==> src/rtl/tis_prog_loader.sv <==
// Byte-stream program loader for the core complex: parses SYNC/length/word/checksum
// frames, writes prog[] and pLength[], and holds the cores in reset until an image verifies.
module tis_prog_loader #(
  parameter int         NUM_CORES = 12,
  parameter int         MAX_INSTR = 15,
  parameter logic [7:0] SYNC      = 8'hA5,
  parameter int         TIMEOUT   = 1_000_000
) (
  input  logic        clk,
  input  logic        rst,
  input  logic        in_valid,
  input  logic [7:0]  in_data,
  output logic        in_ready,
  output logic        prog_we,
  output logic [7:0]  prog_addr,
  output logic [15:0] prog_wdata,
  output logic        len_we,
  output logic [3:0]  len_addr,
  output logic [3:0]  len_wdata,
  output logic        core_rst,
  output logic        busy,
  output logic        done,
  output logic        err
);

  localparam int              WORDS     = NUM_CORES * MAX_INSTR;
  localparam int              TW        = $clog2(TIMEOUT + 1);
  localparam logic [7:0]      LAST_ADDR = 8'(WORDS - 1);
  localparam logic [3:0]      LAST_CORE = 4'(NUM_CORES - 1);
  localparam logic [7:0]      MAX_LEN   = 8'(MAX_INSTR);
  localparam logic [TW-1:0]   TMO_LAST  = TW'(TIMEOUT - 1);

  typedef enum logic [2:0] {
    ST_IDLE = 3'd0,
    ST_LEN  = 3'd1,
    ST_HI   = 3'd2,
    ST_LO   = 3'd3,
    ST_CSUM = 3'd4
  } state_t;

  function automatic logic [7:0] csum_step(input logic [7:0] acc, input logic [7:0] b);
    return acc ^ b;
  endfunction

  state_t         state_r, state_s;
  logic [3:0]     idx_r, idx_s;
  logic [7:0]     addr_r, addr_s;
  logic [7:0]     hi_r, hi_s;
  logic [7:0]     csum_r, csum_s;
  logic [TW-1:0]  tmo_r, tmo_s;
  logic           prog_we_r, prog_we_s;
  logic [7:0]     prog_addr_r, prog_addr_s;
  logic [15:0]    prog_wdata_r, prog_wdata_s;
  logic           len_we_r, len_we_s;
  logic [3:0]     len_addr_r, len_addr_s;
  logic [3:0]     len_wdata_r, len_wdata_s;
  logic           core_rst_r, core_rst_s;
  logic           busy_r, busy_s;
  logic           done_r, done_s;
  logic           err_r, err_s;
  logic           take_s;

  // The loader never stalls the source, so every valid byte is a transfer.
  assign in_ready = 1'b1;
  assign take_s   = in_valid & in_ready;

  // Next-state and next-output computation for the frame parser.
  always_comb begin
    state_s      = state_r;
    idx_s        = idx_r;
    addr_s       = addr_r;
    hi_s         = hi_r;
    csum_s       = csum_r;
    tmo_s        = tmo_r;
    prog_we_s    = 1'b0;
    prog_addr_s  = prog_addr_r;
    prog_wdata_s = prog_wdata_r;
    len_we_s     = 1'b0;
    len_addr_s   = len_addr_r;
    len_wdata_s  = len_wdata_r;
    core_rst_s   = core_rst_r;
    busy_s       = busy_r;
    done_s       = 1'b0;
    err_s        = err_r;

    if (state_r == ST_IDLE) begin
      tmo_s = TW'(0);
      if (take_s && (in_data == SYNC)) begin
        state_s    = ST_LEN;
        core_rst_s = 1'b1;
        busy_s     = 1'b1;
        err_s      = 1'b0;
        csum_s     = 8'h00;
        idx_s      = 4'd0;
        addr_s     = 8'd0;
      end else begin
        state_s = ST_IDLE;
      end
    end else if (!take_s) begin
      // Idle gap inside a frame; abandon the frame once it lasts TIMEOUT cycles.
      if (tmo_r == TMO_LAST) begin
        err_s   = 1'b1;
        busy_s  = 1'b0;
        state_s = ST_IDLE;
        tmo_s   = TW'(0);
      end else begin
        tmo_s = tmo_r + TW'(1);
      end
    end else begin
      tmo_s  = TW'(0);
      csum_s = csum_step(csum_r, in_data);
      case (state_r)
        ST_LEN: begin
          if (in_data > MAX_LEN) begin
            err_s   = 1'b1;
            busy_s  = 1'b0;
            state_s = ST_IDLE;
          end else begin
            len_we_s    = 1'b1;
            len_addr_s  = idx_r;
            len_wdata_s = in_data[3:0];
            idx_s       = idx_r + 4'd1;
            if (idx_r == LAST_CORE) begin
              state_s = ST_HI;
            end else begin
              state_s = ST_LEN;
            end
          end
        end
        ST_HI: begin
          hi_s    = in_data;
          state_s = ST_LO;
        end
        ST_LO: begin
          prog_we_s    = 1'b1;
          prog_addr_s  = addr_r;
          prog_wdata_s = {hi_r, in_data};
          addr_s       = addr_r + 8'd1;
          if (addr_r == LAST_ADDR) begin
            state_s = ST_CSUM;
          end else begin
            state_s = ST_HI;
          end
        end
        ST_CSUM: begin
          // The accumulator excludes the checksum byte itself.
          if (in_data == csum_r) begin
            done_s     = 1'b1;
            core_rst_s = 1'b0;
          end else begin
            err_s = 1'b1;
          end
          busy_s  = 1'b0;
          state_s = ST_IDLE;
        end
        default: begin
          busy_s  = 1'b0;
          state_s = ST_IDLE;
        end
      endcase
    end
  end

  // State and registered-output update with synchronous reset.
  always_ff @(posedge clk) begin
    if (rst) begin
      state_r      <= ST_IDLE;
      idx_r        <= 4'd0;
      addr_r       <= 8'd0;
      hi_r         <= 8'h00;
      csum_r       <= 8'h00;
      tmo_r        <= TW'(0);
      prog_we_r    <= 1'b0;
      prog_addr_r  <= 8'd0;
      prog_wdata_r <= 16'h0000;
      len_we_r     <= 1'b0;
      len_addr_r   <= 4'd0;
      len_wdata_r  <= 4'd0;
      core_rst_r   <= 1'b0;
      busy_r       <= 1'b0;
      done_r       <= 1'b0;
      err_r        <= 1'b0;
    end else begin
      state_r      <= state_s;
      idx_r        <= idx_s;
      addr_r       <= addr_s;
      hi_r         <= hi_s;
      csum_r       <= csum_s;
      tmo_r        <= tmo_s;
      prog_we_r    <= prog_we_s;
      prog_addr_r  <= prog_addr_s;
      prog_wdata_r <= prog_wdata_s;
      len_we_r     <= len_we_s;
      len_addr_r   <= len_addr_s;
      len_wdata_r  <= len_wdata_s;
      core_rst_r   <= core_rst_s;
      busy_r       <= busy_s;
      done_r       <= done_s;
      err_r        <= err_s;
    end
  end

  assign prog_we    = prog_we_r;
  assign prog_addr  = prog_addr_r;
  assign prog_wdata = prog_wdata_r;
  assign len_we     = len_we_r;
  assign len_addr   = len_addr_r;
  assign len_wdata  = len_wdata_r;
  assign core_rst   = core_rst_r;
  assign busy       = busy_r;
  assign done       = done_r;
  assign err        = err_r;

endmodule
==> config.mk <==
export PLATFORM = sky130hd
export DESIGN_NAME = tis_prog_loader
export DESIGN_NICKNAME = d
export VERILOG_FILES = /design/src/rtl/tis_prog_loader.sv
export SDC_FILE = /design/constraint.sdc
export NUM_CORES = 1
export LEC_CHECK = 0
export ABC_AREA = 1
export BUFFER_PORTS_ARGS = -buffer_cell sky130_fd_sc_hd__buf_2
export CORE_MARGIN = 4
export CORE_UTILIZATION = 52
export CTS_CLUSTER_DIAMETER = 50
export DETAILED_ROUTE_END_ITERATION = 16
export PLACE_DENSITY = 0.74
export SETUP_SLACK_MARGIN = 0.15
export SYNTH_ARGS = -nofsm -noshare
export SYNTH_HDL_FRONTEND = slang
export SYNTH_SLANG_ARGS = --single-unit
==> constraint.sdc <==
create_clock -name clk -period 1.5 [get_ports clk]
set_input_delay 0.3 -clock clk [delete_from_list [all_inputs] [get_ports clk]]
set_output_delay 0.3 -clock clk [all_outputs]
set_load 0.02 [all_outputs]
==> results.cfg, run 1 <==
[status]
status = finished with violations
violations = setup timing

[routing]
route.detailed.drc = 0
drt_iter0_markers = 236
wl_per_cell_um = 15.4
drtPass1Iterations = 5
via_per_inst = 5.38
totalWireLength_um = 11700
vias = 4094
ant_nets = 0

[global_route]
antenna_found_initial = 0
grt_first_pass_wirelength_um = 16100
grt_pass1_vias = 3565
grt_max_degree = 39
overflow = 0
grt.total_usage = 0.229

[clock_network]
clk_pin_slew_worst_paths_ns = 0.10
h-tree-depth = 3
cts_tree = built
cts.sinks = 89
clockBufferDepth = 2
cts_made_buffers = 9
clk_latency_ns = 0.38
root_buffer = clkbuf_8

[timing]
fmaxAchievable_ghz = 0.643
finalSetupViolations = 4
final.setup.worst_slack_ns = -0.0546
hold_viol_final = 0
slew_violations = 0
rsz0062_at_grt = true
period_share = 1.04
fin_worst_skew_ns = 0.0228
layout_min_cycle_time_ns = 1.55

[critical_path]
cp_top_family = simple AND/OR/NAND/NOR gates
cp_slowest_cell = dfxtp_2
critPathLaunchType = register
rrSetupSlack_ns = -0.05
worst_ep_arrival_time_ns = 1.82
path_max_fanout = 6
crit_chain = buf_4 > nand3_4 > nor3_4 > inv_2 > nand2_2 > nand2_2 > xor2_1 > nor2_1
crit_type = reg2reg
crit_path_end_kind = register
crit_path_frequent_cell = nand2_2
crit_required_ns = 1.77
path_buf_inv = 2
slowest_delay_ns = 0.34

[power]
leakage_nw = 2.25
ir_drop_mv = 0.644
comb_power_share = 0.038
power.switching_mw = 1.13
power_frac_clock = 0.401
p_int_mw = 3.08
p_per_area_nw_per_um2 = 745
swShare = 0.268
power_frac_seq = 0.561
total_power_mw = 4.21

[yosys]
ys_ff_latch = 89
synthCells = 538
syn_area_per_cell_sq_um = 7.19
syn_nets = 552
ys_seq_area_frac = 0.461
netlist_area_sq_um = 3870
synth_cell_types = 29
yosysWarnings = 0

[final_layout]
stdcell_count = 761
final_nets = 671
diodes = 0
layout-drive-gt1-share = 0.424
syn_to_final_growth_pct = 46.2

[floorplan]
initial_core_util = 0.533
die_h_um = 94.2
rows = 31
core-area_sq_um = 7250
io_pins = 50
die_area_sq_um = 8880
die_w_um = 94.2

[place]
post-place-cells = 712
place_congestion = 0.862
dp_hpwl_um = 6670
numPortBuffers = 48

[run]
max_cap_viol_count = 0

[worst_hold_path]
hold_path_class = in2reg
## kinds of logic (layout without fill, tap and decap cells)
kind of cell	after synthesis	count (layout)	synth area share
AND/OR/NAND/NOR	253	253	0.283
buffers and inverters	76	200	0.0790
AO/OA/AOI/OAI	101	101	0.132
XOR/XNOR	15	15	0.0340
adder cells (fa/ha/maj)	3	3	0.00971
other	1	1	0.000970
flip-flops	89	89	0.461
## registers in the layout (all words and copies together) (netlist names)
signal      flops
addr_r          8
busy            1
core_rst        1
csum_r          8
done            1
err             1
hi_r            8
idx_r           4
len_addr        4
len_wdata       4
len_we          1
prog_addr       8
prog_wdata     16
prog_we         1
state_r         3
tmo_r          20
## worst paths after layout
path,from,to,depth (start not counted)
setup reg to reg,state_r[0]$_SDFFE_PP0P_,idx_r[2]$_SDFFE_PP0P_,8
setup / recovery,state_r[0]$_SDFFE_PP0P_,idx_r[2]$_SDFFE_PP0P_,8
hold reg to reg,tmo_r[0]$_SDFF_PP0_,tmo_r[0]$_SDFF_PP0_,1
hold / removal,in_data[4],csum_r[4]$_SDFFE_PP0P_,4
## power groups by stage
stage               Clock (mW)  Combinational, mW  Sequential, mW
floorplan                    0             0.0709            2.42
global placement             0              0.139            2.42
detailed placement           0              0.140            2.42
CTS                       1.70              0.145            2.36
global route              1.81              0.176            2.36
finish                    1.69              0.162            2.36
## per-layer routing
metal  vias up  wire [um]  track usage
li1       1984          -            -
met1      1942       4650        0.275
met2       128       6200        0.411
met3        40        531       0.0529
met4         0        366       0.0517
met5         -          0            0
## timing repair
item / in CTS / in global routing
setup buffers: 10 / 21
resized for setup: 46 / 133
pin swaps: 20 / 41
endpoints found under the setup margin: 76 / 82
cloned: 0 / 2
hold buffers: 0 / 0
## cell usage after synthesis, drive strengths merged
| cell | instances | area share |
|---|---|---|
| a211oi | 1 | 0.0019 |
| a21oi | 50 | 0.065 |
| a31oi | 2 | 0.0032 |
| buf | 10 | 0.015 |
| clkbuf | 9 | 0.0087 |
| conb | 1 | 0.00097 |
| dfxtp | 89 | 0.46 |
| ha | 3 | 0.0097 |
| inv | 57 | 0.055 |
| nand2 | 93 | 0.092 |
| nand3 | 32 | 0.043 |
| nand3b | 1 | 0.0019 |
| nand4 | 9 | 0.015 |
| nor2 | 96 | 0.098 |
| nor3 | 19 | 0.029 |
| nor3b | 1 | 0.0019 |
| o21ai | 47 | 0.061 |
| o22ai | 1 | 0.0016 |
| or2 | 2 | 0.0032 |
| xnor2 | 2 | 0.0045 |
| xor2 | 13 | 0.029 |
## worst min-delay path, delay by kind of cell
kind | cells | cell delay (ns)
AND/OR/NAND/NOR | 2 | 0.13
AO/OA/AOI/OAI | 1 | 0.05
buffers and inverters | 1 | 0.10
## layout by cell type (no fill, tap or decap), types with 3 or more instances in the layout
| master | synthesis | layout |
|---|---|---|
| a21oi_1 | 50 | 27 |
| a21oi_2 | 0 | 22 |
| buf_12 | 0 | 8 |
| buf_2 | 7 | 48 |
| buf_4 | 3 | 58 |
| buf_6 | 0 | 10 |
| clkbuf_8 | 0 | 9 |
| dfxtp_1 | 89 | 67 |
| dfxtp_2 | 0 | 21 |
| inv_1 | 53 | 46 |
| inv_2 | 4 | 9 |
| inv_6 | 0 | 3 |
| inv_8 | 0 | 3 |
| nand2_1 | 91 | 76 |
| nand2_2 | 2 | 12 |
| nand2_4 | 0 | 5 |
| nand3_1 | 31 | 18 |
| nand3_2 | 1 | 10 |
| nand3_4 | 0 | 4 |
| nand4_1 | 9 | 9 |
| nor2_1 | 90 | 68 |
| nor2_2 | 5 | 11 |
| nor2_4 | 1 | 17 |
| nor3_1 | 17 | 10 |
| nor3_2 | 1 | 5 |
| nor3_4 | 1 | 4 |
| o21ai_0 | 47 | 28 |
| o21ai_1 | 0 | 10 |
| o21ai_2 | 0 | 7 |
| xor2_1 | 13 | 13 |
## final cells by class
class / instances / area (sq um)
clock buffers: 9 / 124
clock inverters: 7 / 76.3
fillers: 472 / 1600
inverters: 57 / 221
multi-input cells: 373 / 2290
flip-flops and latches: 89 / 1810
well taps: 99 / 124
repair buffers: 127 / 1000
## through the flow
stage	setup WS, ns	setup TNS (ns)	util	hold WS, ns	cell area (sq um)
after floorplan	0.138	0	-	0.429	3930
after global placement	-0.000969	-0.000979	0.637	0.445	4620
after detailed placement	-0.0695	-0.387	0.637	0.456	4620
after CTS	0.0887	0	0.693	0.240	5020
after global routing	-0.122	-0.926	0.779	0.273	5650
final	-0.0546	-0.145	0.779	0.260	5650
No activity file was read; power rests on OpenSTA's default activity.
==> inputs of run 2 (changes only) <==
- PLACE_DENSITY: 0.74 -> 0.76
==> run 2 against run 1 <==
Net effect: the flow still finishes with violations (setup timing); sequential share of layout area grew 0.17 points; sequential power is essentially flat; combinational power barely moved; design area is 0.80% lower; global-route usage is 0.13 points higher; critical path depth unchanged; setup slack lost 0.034 ns; die area did not move; cell count decreased by 0.26%; clock power about the same; clock-buffer cell count unchanged; power fell by 0.19%.
==> results.cfg, run 2 (synthesized netlist as in run 1, its figures left out) <==
[floorplan]
rows = 31
die_area_sq_um = 8880
core-area_sq_um = 7250
io_pins = 50
initial_core_util = 0.533
die_w_um = 94.2
die_h_um = 94.2

[final_layout]
final_common_cell = nand2_1
layout-drive-gt1-share = 0.408
final_nets = 669
fill_cells = 458
largest_reg_flops = 20
regMostFlops = tmo_r
syn_to_final_growth_pct = 45.0
layout_common_cells = nand2_1, dfxtp_1, nor2_1
diodes = 0
final_area_sq_um = 5610

[clock_network]
cts_tree = built
clockBufferDepth = 2
clk_latency_ns = 0.39
root_buffer = clkbuf_8
clk_pin_slew_worst_paths_ns = 0.10
cts.sinks = 89
cts_made_buffers = 9
h-tree-depth = 3

[routing]
totalWireLength_um = 13000
wl_per_cell_um = 17.1
drtPass1Iterations = 6
ant_nets = 0
via_per_inst = 5.65
route.detailed.drc = 0
drt_iter0_markers = 316
vias = 4292

[global_route]
grt_first_pass_wirelength_um = 16200
antenna_found_initial = 0
grt.total_usage = 0.230
grt_pass1_vias = 3586
grt_max_degree = 39
overflow = 0

[power]
power_frac_clock = 0.400
ir_drop_mv = 0.598
power.switching_mw = 1.13
p_per_area_nw_per_um2 = 749
p_int_mw = 3.07
power_frac_seq = 0.561
swShare = 0.269
leakage_nw = 2.24
comb_power_share = 0.039

[place]
place_ws_ns = -0.0329
dpl_cell_area_sq_um = 4610
numPortBuffers = 48
dp_hpwl_um = 6800
place_congestion = 0.883

[critical_path]
crit_required_ns = 1.80
crit_type = reg2reg
crit_chain = inv_2 > buf_6 > nand3_4 > nor3_4 > buf_4 > buf_6 > o21ai_2 > nor2_1
rr_worst_depth = 8
path_max_fanout = 7
crit_start = state_r[1]$_SDFFE_PP0P_
crit-reg2reg-launch = state_r[1]$_SDFFE_PP0P_
cp_slowest_cell = dfxtp_2
crit_path_frequent_cell = buf_6
crit_path_end_kind = register
worst_ep_arrival_time_ns = 1.89
rr_endpoint = len_addr[1]$_SDFFE_PP0P_
critPathLaunchType = register
rrSetupSlack_ns = -0.09
path_buf_inv = 4
cp_top_family = simple AND/OR/NAND/NOR gates
slowest_delay_ns = 0.34

[worst_hold_path]
holdPathEnd = csum_r[2]$_SDFFE_PP0P_
hold_depth = 4
hold_start = in_data[2]
hold_path_class = in2reg

[timing]
rsz0062_at_grt = true
hold_ws_ns = 0.261
finalSetupViolations = 16
fin_worst_skew_ns = 0.0140
fmaxAchievable_ghz = 0.629
hold_viol_final = 0
final.setup.worst_slack_ns = -0.0891
layout_min_cycle_time_ns = 1.59
slew_violations = 0
setup_tns_ns = -0.568
period_share = 1.06

[status]
violations = setup timing
status = finished with violations

[run]
max_cap_viol_count = 0
[run 2: cell count changes in the layout (fill, tap and decap cells not counted), sizes merged]
cell      change
buf           -4
clkbuf        +2
clkinvlp      +1
inv           -1
[run 2: worst reg2reg max path, delay by kind of cell (launching register included)]
kind / cells / cell delay [ns]
compound gates: 1 / 0.08
buf+inv: 4 / 0.51
flops: 1 / 0.34
simple gates: 3 / 0.58
[run 2: cell type report]
class	instances	area, sq um	area share
clock buffers	9	124	0.0221
clock inverters	7	72.6	0.0129
inverters	57	229	0.0408
multi-input cells	373	2250	0.402
flip-flops and latches	89	1810	0.322
well taps	99	124	0.0221
repair buffers	125	997	0.178
[run 2: metrics by stage]
stage | instances | total power [mW] | util
after floorplan | 538 | 2.49 | -
after global placement | 714 | 2.56 | 0.636
after detailed placement | 714 | 2.56 | 0.636
after CTS | 738 | 4.17 | 0.692
after global routing | 759 | 4.32 | 0.773
final | 759 | 4.20 | 0.773
[run 2: metal layers]
metal	up-vias	share of wire	track usage
li1	1976	-	-
met2	213	0.51	0.400
met4	0	0.037	0.0722
met5	-	0	0
met1	2047	0.38	0.277
met3	56	0.067	0.0577
[run 2: power by group through the flow]
| stage | clock, mW | sequential (mW) | combinational, mW |
|---|---|---|---|
| global placement | 0 | 2.42 | 0.139 |
| CTS | 1.66 | 2.36 | 0.149 |
| floorplan | 0 | 2.42 | 0.0709 |
| finish | 1.68 | 2.36 | 0.165 |
| detailed placement | 0 | 2.42 | 0.141 |
| global route | 1.79 | 2.36 | 0.178 |
[run 2: timing repair]
item	in CTS	in global routing
hold buffers	0	0
endpoints found under the setup margin	78	88
gates resized for setup	56	123
pin swaps	17	38
cloned	0	4
setup buffers	8	17
[run 2: how the worst max path moves through the flow]
stage / endpoint / depth (start not counted)
2_1_floorplan: tmo_r[18]$_SDFF_PP0_ / 9
3_5_place_dp: idx_r[2]$_SDFFE_PP0P_ / 8
6_report: len_addr[1]$_SDFFE_PP0P_ / 8
4_1_cts: tmo_r[18]$_SDFF_PP0_ / 9
5_1_grt: tmo_r[18]$_SDFF_PP0_ / 9
3_3_place_gp: addr_r[2]$_SDFFE_PP0P_ / 8
